===== src/rtl/spi_pkg.sv =====
// Shared FSM encoding and mode-field packing for the duplex SPI master.
package spi_pkg;

    typedef enum logic [1:0] {
        IDLE  = 2'd0,
        SETUP = 2'd1,
        SHIFT = 2'd2,
        HOLD  = 2'd3
    } spi_state_t;

    localparam int unsigned MODE_BITS = 3;

    typedef struct packed {
        logic lsb_first;
        logic cpha;
        logic cpol;
    } spi_mode_t;

    function automatic spi_mode_t pack_mode(input logic lsb_first, input logic cpha, input logic cpol);
        spi_mode_t m;
        m.lsb_first = lsb_first;
        m.cpha      = cpha;
        m.cpol      = cpol;
        return m;
    endfunction

endpackage


===== src/rtl/spi_master_duplex_if.sv =====
// Host request/response signals plus the four SPI wires of one master port.
interface spi_master_duplex_if #(
    parameter int unsigned BITS     = 8,
    parameter int unsigned DIV_BITS = 4
);
    logic                start;
    logic [DIV_BITS-1:0] div;
    logic                cpol;
    logic                cpha;
    logic                lsb_first;
    logic [BITS-1:0]     in_buf;
    logic [BITS-1:0]     out_buf;
    logic                busy;
    logic                done;
    logic                sck;
    logic                cs;
    logic                mosi;
    logic                miso;

    modport master (
        input  start, div, cpol, cpha, lsb_first, in_buf, miso,
        output out_buf, busy, done, sck, cs, mosi
    );

    modport slave (
        output start, div, cpol, cpha, lsb_first, in_buf, miso,
        input  out_buf, busy, done, sck, cs, mosi
    );
endinterface


===== src/rtl/spi_tick_gen.sv =====
// Half-period strobe: down-counter reloaded from div, pulses on the last clk of each half-period.
module spi_tick_gen #(
    parameter int unsigned DIV_BITS = 4
) (
    input  logic                clk,
    input  logic                reset,
    input  logic                load,
    input  logic [DIV_BITS-1:0] div,
    output logic                tick_c
);
    logic [DIV_BITS-1:0] cnt;

    always_ff @(posedge clk) begin
        if (reset) begin
            cnt <= '0;
        end else if (load || cnt == '0) begin
            cnt <= div;
        end else begin
            cnt <= cnt - DIV_BITS'(1);
        end
    end

    assign tick_c = (cnt == '0);
endmodule


===== src/rtl/spi_master_duplex.sv =====
// Full-duplex SPI master: one frame of BITS bits per start, all four CPOL/CPHA modes, either bit order.
module spi_master_duplex
    import spi_pkg::*;
#(
    parameter int unsigned BITS     = 8,
    parameter int unsigned DIV_BITS = 4
) (
    input  logic                clk,
    input  logic                reset,
    spi_master_duplex_if.master bus
);
    localparam int unsigned CNT_W    = $clog2(2 * BITS + 1);
    localparam int unsigned LAST_TOG = 2 * BITS;

    spi_state_t          state, state_nxt;
    spi_mode_t           mode_q;
    logic [DIV_BITS-1:0] div_q;
    logic [BITS-1:0]     tx_sr, rx_sr, out_q;
    logic [CNT_W-1:0]    tog_cnt;
    logic                sck_q, cs_q, mosi_q, busy_q, done_q;
    logic                tick_c, start_c, toggle_c, last_c, sample_c, advance_c;

    function automatic logic head_bit(input logic [BITS-1:0] w, input logic lsb);
        return lsb ? w[0] : w[BITS-1];
    endfunction

    function automatic logic [BITS-1:0] shift_out(input logic [BITS-1:0] w, input logic lsb);
        return lsb ? (w >> 1) : (w << 1);
    endfunction

    assign start_c = (state == IDLE) && bus.start;

    spi_tick_gen #(.DIV_BITS(DIV_BITS)) u_tick (
        .clk    (clk),
        .reset  (reset),
        .load   (start_c),
        .div    (start_c ? bus.div : div_q),
        .tick_c (tick_c)
    );

    always_ff @(posedge clk) begin
        if (reset) begin
            state <= IDLE;
        end else begin
            state <= state_nxt;
        end
    end

    // Next state plus per-toggle strobes; toggle k = tog_cnt+1, odd k when tog_cnt[0]==0.
    always_comb begin
        state_nxt = state;
        toggle_c  = 1'b0;
        last_c    = 1'b0;
        case (state)
            IDLE:  if (start_c) state_nxt = SETUP;
            SETUP: if (tick_c) state_nxt = SHIFT;
            SHIFT: begin
                if (tick_c) begin
                    toggle_c = 1'b1;
                    if (tog_cnt == CNT_W'(LAST_TOG - 1)) begin
                        last_c    = 1'b1;
                        state_nxt = HOLD;
                    end
                end
            end
            HOLD:  if (tick_c) state_nxt = IDLE;
            default: state_nxt = IDLE;
        endcase
        sample_c  = toggle_c && (tog_cnt[0] == mode_q.cpha);
        advance_c = toggle_c && (tog_cnt[0] != mode_q.cpha) && !last_c;
    end

    always_ff @(posedge clk) begin
        if (reset) begin
            mode_q  <= '0;
            div_q   <= '0;
            tx_sr   <= '0;
            rx_sr   <= '0;
            out_q   <= '0;
            tog_cnt <= '0;
            sck_q   <= 1'b0;
            cs_q    <= 1'b1;
            mosi_q  <= 1'b0;
            busy_q  <= 1'b0;
            done_q  <= 1'b0;
        end else begin
            done_q <= 1'b0;
            if (start_c) begin
                mode_q  <= pack_mode(bus.lsb_first, bus.cpha, bus.cpol);
                div_q   <= bus.div;
                rx_sr   <= '0;
                tog_cnt <= '0;
                sck_q   <= bus.cpol;
                cs_q    <= 1'b0;
                busy_q  <= 1'b1;
                // cpha=0 presents the first bit before the leading edge
                if (bus.cpha) begin
                    mosi_q <= 1'b0;
                    tx_sr  <= bus.in_buf;
                end else begin
                    mosi_q <= head_bit(bus.in_buf, bus.lsb_first);
                    tx_sr  <= shift_out(bus.in_buf, bus.lsb_first);
                end
            end else if (state == IDLE) begin
                sck_q  <= bus.cpol;
                mosi_q <= 1'b0;
            end
            if (toggle_c) begin
                sck_q   <= ~sck_q;
                tog_cnt <= tog_cnt + CNT_W'(1);
            end
            if (sample_c) begin
                rx_sr <= mode_q.lsb_first ? {bus.miso, rx_sr[BITS-1:1]}
                                          : {rx_sr[BITS-2:0], bus.miso};
            end
            if (advance_c) begin
                mosi_q <= head_bit(tx_sr, mode_q.lsb_first);
                tx_sr  <= shift_out(tx_sr, mode_q.lsb_first);
            end
            if (state == HOLD && tick_c) begin
                sck_q  <= mode_q.cpol;
                cs_q   <= 1'b1;
                mosi_q <= 1'b0;
                busy_q <= 1'b0;
                done_q <= 1'b1;
                out_q  <= rx_sr;
            end
        end
    end

    assign bus.sck     = sck_q;
    assign bus.cs      = cs_q;
    assign bus.mosi    = mosi_q;
    assign bus.busy    = busy_q;
    assign bus.done    = done_q;
    assign bus.out_buf = out_q;
endmodule


===== src/flat_wrapper.sv =====
// flat-port wrapper written by rule: the top's interface ports become plain ports
module spi_master_duplex_flat import spi_pkg::*;
#(
    parameter int unsigned BITS     = 8,
    parameter int unsigned DIV_BITS = 4
)
  (clk, reset, bus_start, bus_div, bus_cpol, bus_cpha, bus_lsb_first, bus_in_buf, bus_miso, bus_out_buf, bus_busy, bus_done, bus_sck, bus_cs, bus_mosi);
  spi_master_duplex_if #(.BITS(BITS), .DIV_BITS(DIV_BITS)) bus_i ();
  input  logic clk;
  input  logic reset;
  input wire logic [$bits(bus_i.start)-1:0] bus_start;
  input wire logic [$bits(bus_i.div)-1:0] bus_div;
  input wire logic [$bits(bus_i.cpol)-1:0] bus_cpol;
  input wire logic [$bits(bus_i.cpha)-1:0] bus_cpha;
  input wire logic [$bits(bus_i.lsb_first)-1:0] bus_lsb_first;
  input wire logic [$bits(bus_i.in_buf)-1:0] bus_in_buf;
  input wire logic [$bits(bus_i.miso)-1:0] bus_miso;
  output wire logic [$bits(bus_i.out_buf)-1:0] bus_out_buf;
  output wire logic [$bits(bus_i.busy)-1:0] bus_busy;
  output wire logic [$bits(bus_i.done)-1:0] bus_done;
  output wire logic [$bits(bus_i.sck)-1:0] bus_sck;
  output wire logic [$bits(bus_i.cs)-1:0] bus_cs;
  output wire logic [$bits(bus_i.mosi)-1:0] bus_mosi;
  assign bus_i.start = bus_start;
  assign bus_i.div = bus_div;
  assign bus_i.cpol = bus_cpol;
  assign bus_i.cpha = bus_cpha;
  assign bus_i.lsb_first = bus_lsb_first;
  assign bus_i.in_buf = bus_in_buf;
  assign bus_i.miso = bus_miso;
  assign bus_out_buf = bus_i.out_buf;
  assign bus_busy = bus_i.busy;
  assign bus_done = bus_i.done;
  assign bus_sck = bus_i.sck;
  assign bus_cs = bus_i.cs;
  assign bus_mosi = bus_i.mosi;
  spi_master_duplex #(.BITS(BITS), .DIV_BITS(DIV_BITS)) u_core (.clk(clk), .reset(reset), .bus(bus_i));
endmodule

===== config.mk =====
export PLATFORM = sky130hd
export DESIGN_NAME = spi_master_duplex_flat
export DESIGN_NICKNAME = d
export VERILOG_FILES = /design/src/rtl/spi_pkg.sv /design/src/rtl/spi_master_duplex_if.sv /design/src/rtl/spi_tick_gen.sv /design/src/rtl/spi_master_duplex.sv /design/src/flat_wrapper.sv
export SDC_FILE = /design/constraint.sdc
export NUM_CORES = 1
export LEC_CHECK = 0
export CORE_MARGIN = 5
export CORE_UTILIZATION = 30
export CTS_BUF_LIST = sky130_fd_sc_hd__clkbuf_2 sky130_fd_sc_hd__clkbuf_4 sky130_fd_sc_hd__clkbuf_8
export DETAILED_ROUTE_END_ITERATION = 8
export PLACE_DENSITY = 0.55
export REMOVE_ABC_BUFFERS = 1
export SLEW_MARGIN = 40
export SYNTH_ARGS = -nofsm -noshare
export SYNTH_HDL_FRONTEND = slang
export SYNTH_SLANG_ARGS = --single-unit

===== constraint.sdc =====
create_clock -name clk -period 2.2 [get_ports clk]
set_input_delay 0.33 -clock clk [delete_from_list [all_inputs] [get_ports clk]]
set_output_delay 0.33 -clock clk [all_outputs]
set_load 0.005 [all_outputs]

# Yosys cells after proc, flatten, opt, wreduce, memory -nomap -nowiden
# Cells that the tools add are included.
[word_totals]
register_bits = 47
inputBits = 19
output_inout_bits = 13
elab_cells = 79
[op_classes]
add_sub_neg = 2
eq_ne = 11
n_mux = 34
bitwise_logic = 1
n_reduce_logical = 16
[ops]
columns = ["cell", "count"]
rows = [
  ["8-bit two-way mux", 8],
  ["1-bit two-way mux", 16],
  ["2-bit two-way mux", 5],
  ["5-bit two-way mux", 2],
  ["4-bit two-way mux", 2],
  ["2-bit by 1-bit inequality test with 1-bit output, second input constant", 4],
  ["2-bit one-hot mux with 4 select lines", 1],
  ["2-bit nonzero test", 3],
  ["5-bit by 1-bit adder with 5-bit output, second input constant", 1],
  ["5-bit by 4-bit == test with 1-bit output, second input constant", 1],
  ["1-bit logical AND", 5],
  ["5-bit AND reduction", 1],
  ["2-bit == test, second input constant", 2],
  ["4-bit zero test", 1],
  ["4-bit nonzero test", 1],
  ["4-bit by 1-bit subtractor with 4-bit output, second input constant", 1],
  ["3-bit nonzero test", 1],
  ["2-bit by 1-bit == test with 1-bit output, second input constant", 1],
  ["2-bit zero test", 1],
  ["2-bit inequality test, second input constant", 1],
  ["2-bit OR reduction", 1],
  ["1-bit == test", 1],
  ["1-bit zero test", 1],
  ["1-bit logical OR", 1],
  ["other kinds (2)", 2],
]

# Longest topological paths before layout
[logic_depth]
ltp_word = 7
ltp_mapped = 7
mapped_depth_nobuf = 6

# Hierarchy
# From an unflattened synthesis, not the netlist that was laid out.
[unflattened]
hier_cells = 281
hier_area_um2 = 2434.8
[modules_own_cells]
columns = ["module", "n_inst", "cells_per_inst", "area_per_inst_um2", "seq_area_each_um2"]
rows = [
  ["spi_master_duplex", 1, 257, 2225.9, 860.8],
  ["spi_tick_gen", 1, 24, 209.0, 80.1],
]

# Worst setup path before layout
# OpenSTA, ideal clock, no wires.
[synth_path]
path_type = "flip-flop to flip-flop"
startpoint = "register u_core.tog_cnt[0]"
endpoint = "register u_core.mosi_q, in the netlist u_core.bus.mosi"
setup_time_ns = 0.116
t_arrival_ns = 1.767
required_ns = 2.084
path_slack_ns = 0.316
path_stages_with_launch = 7
path_buffers = 1
period_less_slack_ns = 1.884
path_cell_list = "dfxtp_1 > ha_1 > and3_1 > ha_1 > clkbuf_1 > or4_1 > o211a_1"
[synth_between]
elab_chain_len = 7
elab_cells_between_ends = 10
classes_between = "eq/ne: 2; mux: 4; reduce/logical: 4"
[synth_rtl]
columns = ["element", "line_no", "text"]
rows = [
  ["start, declared", "spi_master_duplex.sv:19", "logic [CNT_W-1:0] tog_cnt;"],
  ["start signal, assigned", "spi_master_duplex.sv:110", "tog_cnt <= tog_cnt + CNT_W'(1);"],
  ["5-bit by 4-bit == test with 1-bit output", "spi_master_duplex.sv:60", "if (tog_cnt == CNT_W'(LAST_TOG - 1)) begin"],
  ["1-bit two-way mux", "spi_master_duplex.sv:60", ""],
  ["1-bit two-way mux", "spi_master_duplex.sv:58", "if (tick_c) begin"],
  ["1-bit two-way mux", "spi_master_duplex.sv:54", "case (state)"],
  ["1-bit zero test", "spi_master_duplex.sv:70", "advance_c = toggle_c && (tog_cnt[0] != mode_q.cpha) && !last_c;"],
  ["1-bit logical AND *", "spi_master_duplex.sv:70", ""],
  ["3-bit nonzero test (no source line) / 1-bit two-way mux (equally long branches)", "--", ""],
  ["end signal, assigned", "spi_master_duplex.sv:101", "mosi_q <= head_bit(bus.in_buf, bus.lsb_first);"],
  ["end signal, assigned", "spi_master_duplex.sv:117", "mosi_q <= head_bit(tx_sr, mode_q.lsb_first);"],
  ["end, declared", "spi_master_duplex.sv:20", "logic sck_q, cs_q, mosi_q, busy_q, done_q;"],
]
# Mark *: on every way between the ends. The rest lies on a longest branch, timed or not.
# A chain may end at the register's enable or synchronous reset.

# Final worst setup path
[layout_path]
startpoint = "register u_core.tog_cnt[1]"
endpoint = "register u_core.tx_sr[1]"
[layout_between]
elab_chain_len = 7
elab_cells_between_ends = 8
classes_between = "eq/ne: 1; mux: 4; reduce/logical: 3"
[layout_rtl]
columns = ["element", "line_no", "text"]
rows = [
  ["5-bit by 4-bit == test with 1-bit output *", "spi_master_duplex.sv:60", ""],
  ["1-bit two-way mux *", "spi_master_duplex.sv:60", ""],
  ["1-bit two-way mux *", "spi_master_duplex.sv:58", ""],
  ["1-bit two-way mux *", "spi_master_duplex.sv:54", ""],
  ["1-bit zero test *", "spi_master_duplex.sv:70", ""],
  ["1-bit logical AND *", "spi_master_duplex.sv:70", ""],
  ["8-bit two-way mux / 2-bit nonzero test (equally long branches)", "--", ""],
  ["end signal, assigned", "spi_master_duplex.sv:99", "tx_sr <= bus.in_buf;"],
  ["end signal, assigned", "spi_master_duplex.sv:102", "tx_sr <= shift_out(bus.in_buf, bus.lsb_first);"],
  ["end signal, assigned", "spi_master_duplex.sv:118", "tx_sr <= shift_out(tx_sr, mode_q.lsb_first);"],
  ["end, declared", "spi_master_duplex.sv:18", "logic [BITS-1:0] tx_sr, rx_sr, out_q;"],
]
# Marks and branches as above.

==> metrics <==
area used by multi-input combinational logic roughly 1500 um2; Largest stage delay, worst path ~540 ps; Die ar. around 10000 um2; category of the most critical setup path reg2reg; number of placed I/O pins 32; overall power of the completed layout 2920 uW; worst IR drop on VDD between 0.2 and 0.3 mV; count of max-cap constraint violations 0; Highest Clock Rate roughly 0.5 GHz; layout cell share with drive strength beyond 1 about 17%; setup repair bufs after CTS 0; total of flip-flops plus latches after synthesis 47; Final HPWL DP 4320 um; syn_area_per_cell approximately 9.3 um2; slowest CP cell or3_1; Leak 0.00110 uW; number of hold-slack violations in the final timing report 0; Gates resized, CTS repair 0; TritonRoute pass-1 iters 4; Final ANT Viol Nets 0; clock tree from TritonCTS built; Placement Setup Slack 183 ps; Post-synth EDFFs 0; Max Clock Skew between 4 and 5 ps; CP Capture Point u_core.tx_sr[1]$_SDFFE_PP0P_; GP Congestion 0.795; PD cells approximately 950 nW/um2; Finished Core Util 37.5%; maximum number of pins on one net before global-route repair 36; startpoint of the most critical setup path u_core.tog_cnt[1]$_SDFFE_PP0P_; Clock Tree Root clkbuf_8; diodes inserted 0; chip width ~100 um; number of buffers added to fix hold violations after cts 0; Post-layout nets ~320; # port buffers 31; wire length per cell after detailed routing about 15 um; clock latency on the worst-skew pair approximately 300 ps; area of the mapped netlist about 2500 um2; total clock buffers created by CTS 5; sequential cell area between 900 and 1000 um2; clock-pin slew of the registers on the worst-case setup and hold paths approximately 90 ps; total wirelength of the detailed-routed design 6170 um; number of vias after detailed routing roughly 2200; result of the run finished, final reports clean; cells traversed along the worst timing path ha_1 > and3_1 > ha_1 > or3_1 > a211oi_1; initial DRC count 89; slew at the pin closest to its max-slew limit 576 ps; Arr. time, crit path between 2000 and 2500 ps; vias in the first global route around 2200; Core Box Area around 8200 um2; reg-to-reg critical path startpoint u_core.tog_cnt[1]$_SDFFE_PP0P_; tightest hold margin 444 ps; post-route worst setup slack 206 ps; crit share post-route 90.6%; count of cell types in the netlist 54; remaining global-route overflow 0; Data required, critical path between 2000 and 2500 ps; sequential area share after synthesis between 30 and 40%; total number of yosys warnings 0; initial cell density of the core 30.7%; fraction of registers with async set or reset after synthesis 0%; unrepaired setup endpoints after global routing false; most used cell, CP ha_1; clock period minus worst slack 1990 ps; sinks on the clock net 47; flop-to-flop setup slack ~210 ps; top fanout value on the critical path 12; global router's overall resource usage between 10 and 15%; number of fill cells 841; drt via density about 5.4; setup TNS 0 ps; headroom to the max-slew limit around three fifths; Final Slew Violations 0; nature of the critical path startpoint register; area growth from synthesis to layout 22.4%; Main synth FF type dfxtp_1; first-pass GRT wire length around 10000 um; CTS H-tree lvls 2; Critical Path End Type register; Rows 33; final setup vio count 0; number of design rule violations left after detail routing 0; number of buffers between clock root and the deepest sink 2; worst hold-check path type reg2reg; depth of the worst register-to-register path 5; number of antenna violations at the first check in global routing 0; Die Y-Extent roughly 100 um; synthesized netlist cell count 270; worst flop-to-flop path endpoint u_core.tx_sr[1]$_SDFFE_PP0P_
[how the worst min path moves through the flow]
| stage | startpoint | endpoint | slack, ps | cells past startpoint |
|---|---|---|---|---|
| after CTS | u_core.bus.cs$_SDFFE_PP1P_ | u_core.bus.cs$_SDFFE_PP1P_ | 450 | 2 |
| final | u_core.bus.cs$_SDFFE_PP1P_ | u_core.bus.cs$_SDFFE_PP1P_ | 440 | 2 |
| after detailed placement | u_core.bus.cs$_SDFFE_PP1P_ | u_core.bus.cs$_SDFFE_PP1P_ | 440 | 2 |
| after floorplan | reset | u_core.div_q[0]$_SDFF_PP0_ | 400 | 1 |
| after global placement | u_core.bus.cs$_SDFFE_PP1P_ | u_core.bus.cs$_SDFFE_PP1P_ | 430 | 2 |
| after global routing | u_core.bus.cs$_SDFFE_PP1P_ | u_core.bus.cs$_SDFFE_PP1P_ | 480 | 2 |
[stage by stage]
| stage | area (um2) | std cells |
|---|---|---|
| after floorplan | 2420 | 246 |
| after global placement | 2960 | 393 |
| after detailed placement | 2960 | 393 |
| after CTS | 3070 | 401 |
| after global routing | 3080 | 401 |
| final | 3080 | 401 |
[sequential cells by signal (all words and copies together), names as in the netlist]
signal and count:
u_core.u_tick.cnt 4, u_core.mode_q 3, u_core.tog_cnt 5, u_core.state 2
u_core.bus.mosi 1, u_core.bus.out_buf 8, u_core.div_q 4, u_core.rx_sr 8
u_core.bus.done 1, u_core.tx_sr 8, u_core.bus.cs 1, u_core.bus.sck 1
u_core.bus.busy 1
[where the power goes]
part | switching, uW | total (uW) | internal, uW
Combinational | 615 | 1160 | 550
Sequential | 123 | 1100 | 973
Clock | 310 | 655 | 345
Total | 1050 | 2920 | 1870
[Yosys cell counts (7+ instances only)]
library cell   n  area [um2]
a221oi_1       9        78.8
mux2_2        22         248
nand2_1       25        93.8
a22o_1         8        70.1
a211oi_1       8        60.1
inv_1          7        26.3
o211ai_1       9        67.6
a21oi_1       21         105
clkbuf_1      14        52.6
ha_1           8         100
nand3_1       13        65.1
dfxtp_1       47         941
[logic make-up (layout without fill, tap and decap cells)]
| group | Yosys count | after routing | synth area share [%] |
|---|---|---|---|
| multiplexers | 25 | 25 | 11.0 |
| AND/OR/NAND/NOR | 82 | 82 | 20.0 |
| AO/OA/AOI/OAI | 75 | 75 | 21.6 |
| adder cells (fa/ha/maj) | 8 | 8 | 3.97 |
| XOR/XNOR | 2 | 2 | 0.993 |
| buffers and inverters | 31 | 57 | 5.02 |
| flip-flops | 47 | 47 | 37.3 |
[routing by layer]
metal / track usage, % / up-vias / wire length (um)
li1: - / 1075 / -
met1: 16.0 / 1025 / 2850
met2: 21.1 / 47 / 2990
met3: 2.89 / 5 / 284
met4: 3.68 / 0 / 48
met5: 0 / - / 0
[placed cells by master, fill, tap and decap left out, drive strengths merged, types with 2 or more instances in the layout]
cell	count
a211oi	8
or4	2
mux2i	3
o21bai	2
buf	11
a21oi	21
o32ai	3
a221oi	9
a311oi	3
nor2	4
nor3b	3
clkbuf	5
ha	8
clkdlybuf4s50	31
nor2b	2
nor4	6
or3	2
nand2b	6
nand2	25
inv	8
nand3	13
and4bb	2
dfxtp	47
mux2	22
o211ai	9
and4	6
nor3	2
a22o	8
[worst max-delay path: cells and delay by family (launching register included)]
kind / cells / cell delay [ps]
AND/OR/NAND/NOR: 2 / 730
adder cells (fa/ha/maj): 2 / 540
flip-flops: 1 / 350
AO/OA/AOI/OAI: 1 / 280
[layout make-up]
class	instances	area share (%)
clock inverter	3	1.54
inverter	7	0.852
timing repair buffer	42	13.1
tap	105	4.26
multi-input combinational	192	47.5
clock buffer	5	2.23
sequential	47	30.5
No activity file was read; power rests on OpenSTA's default activity.
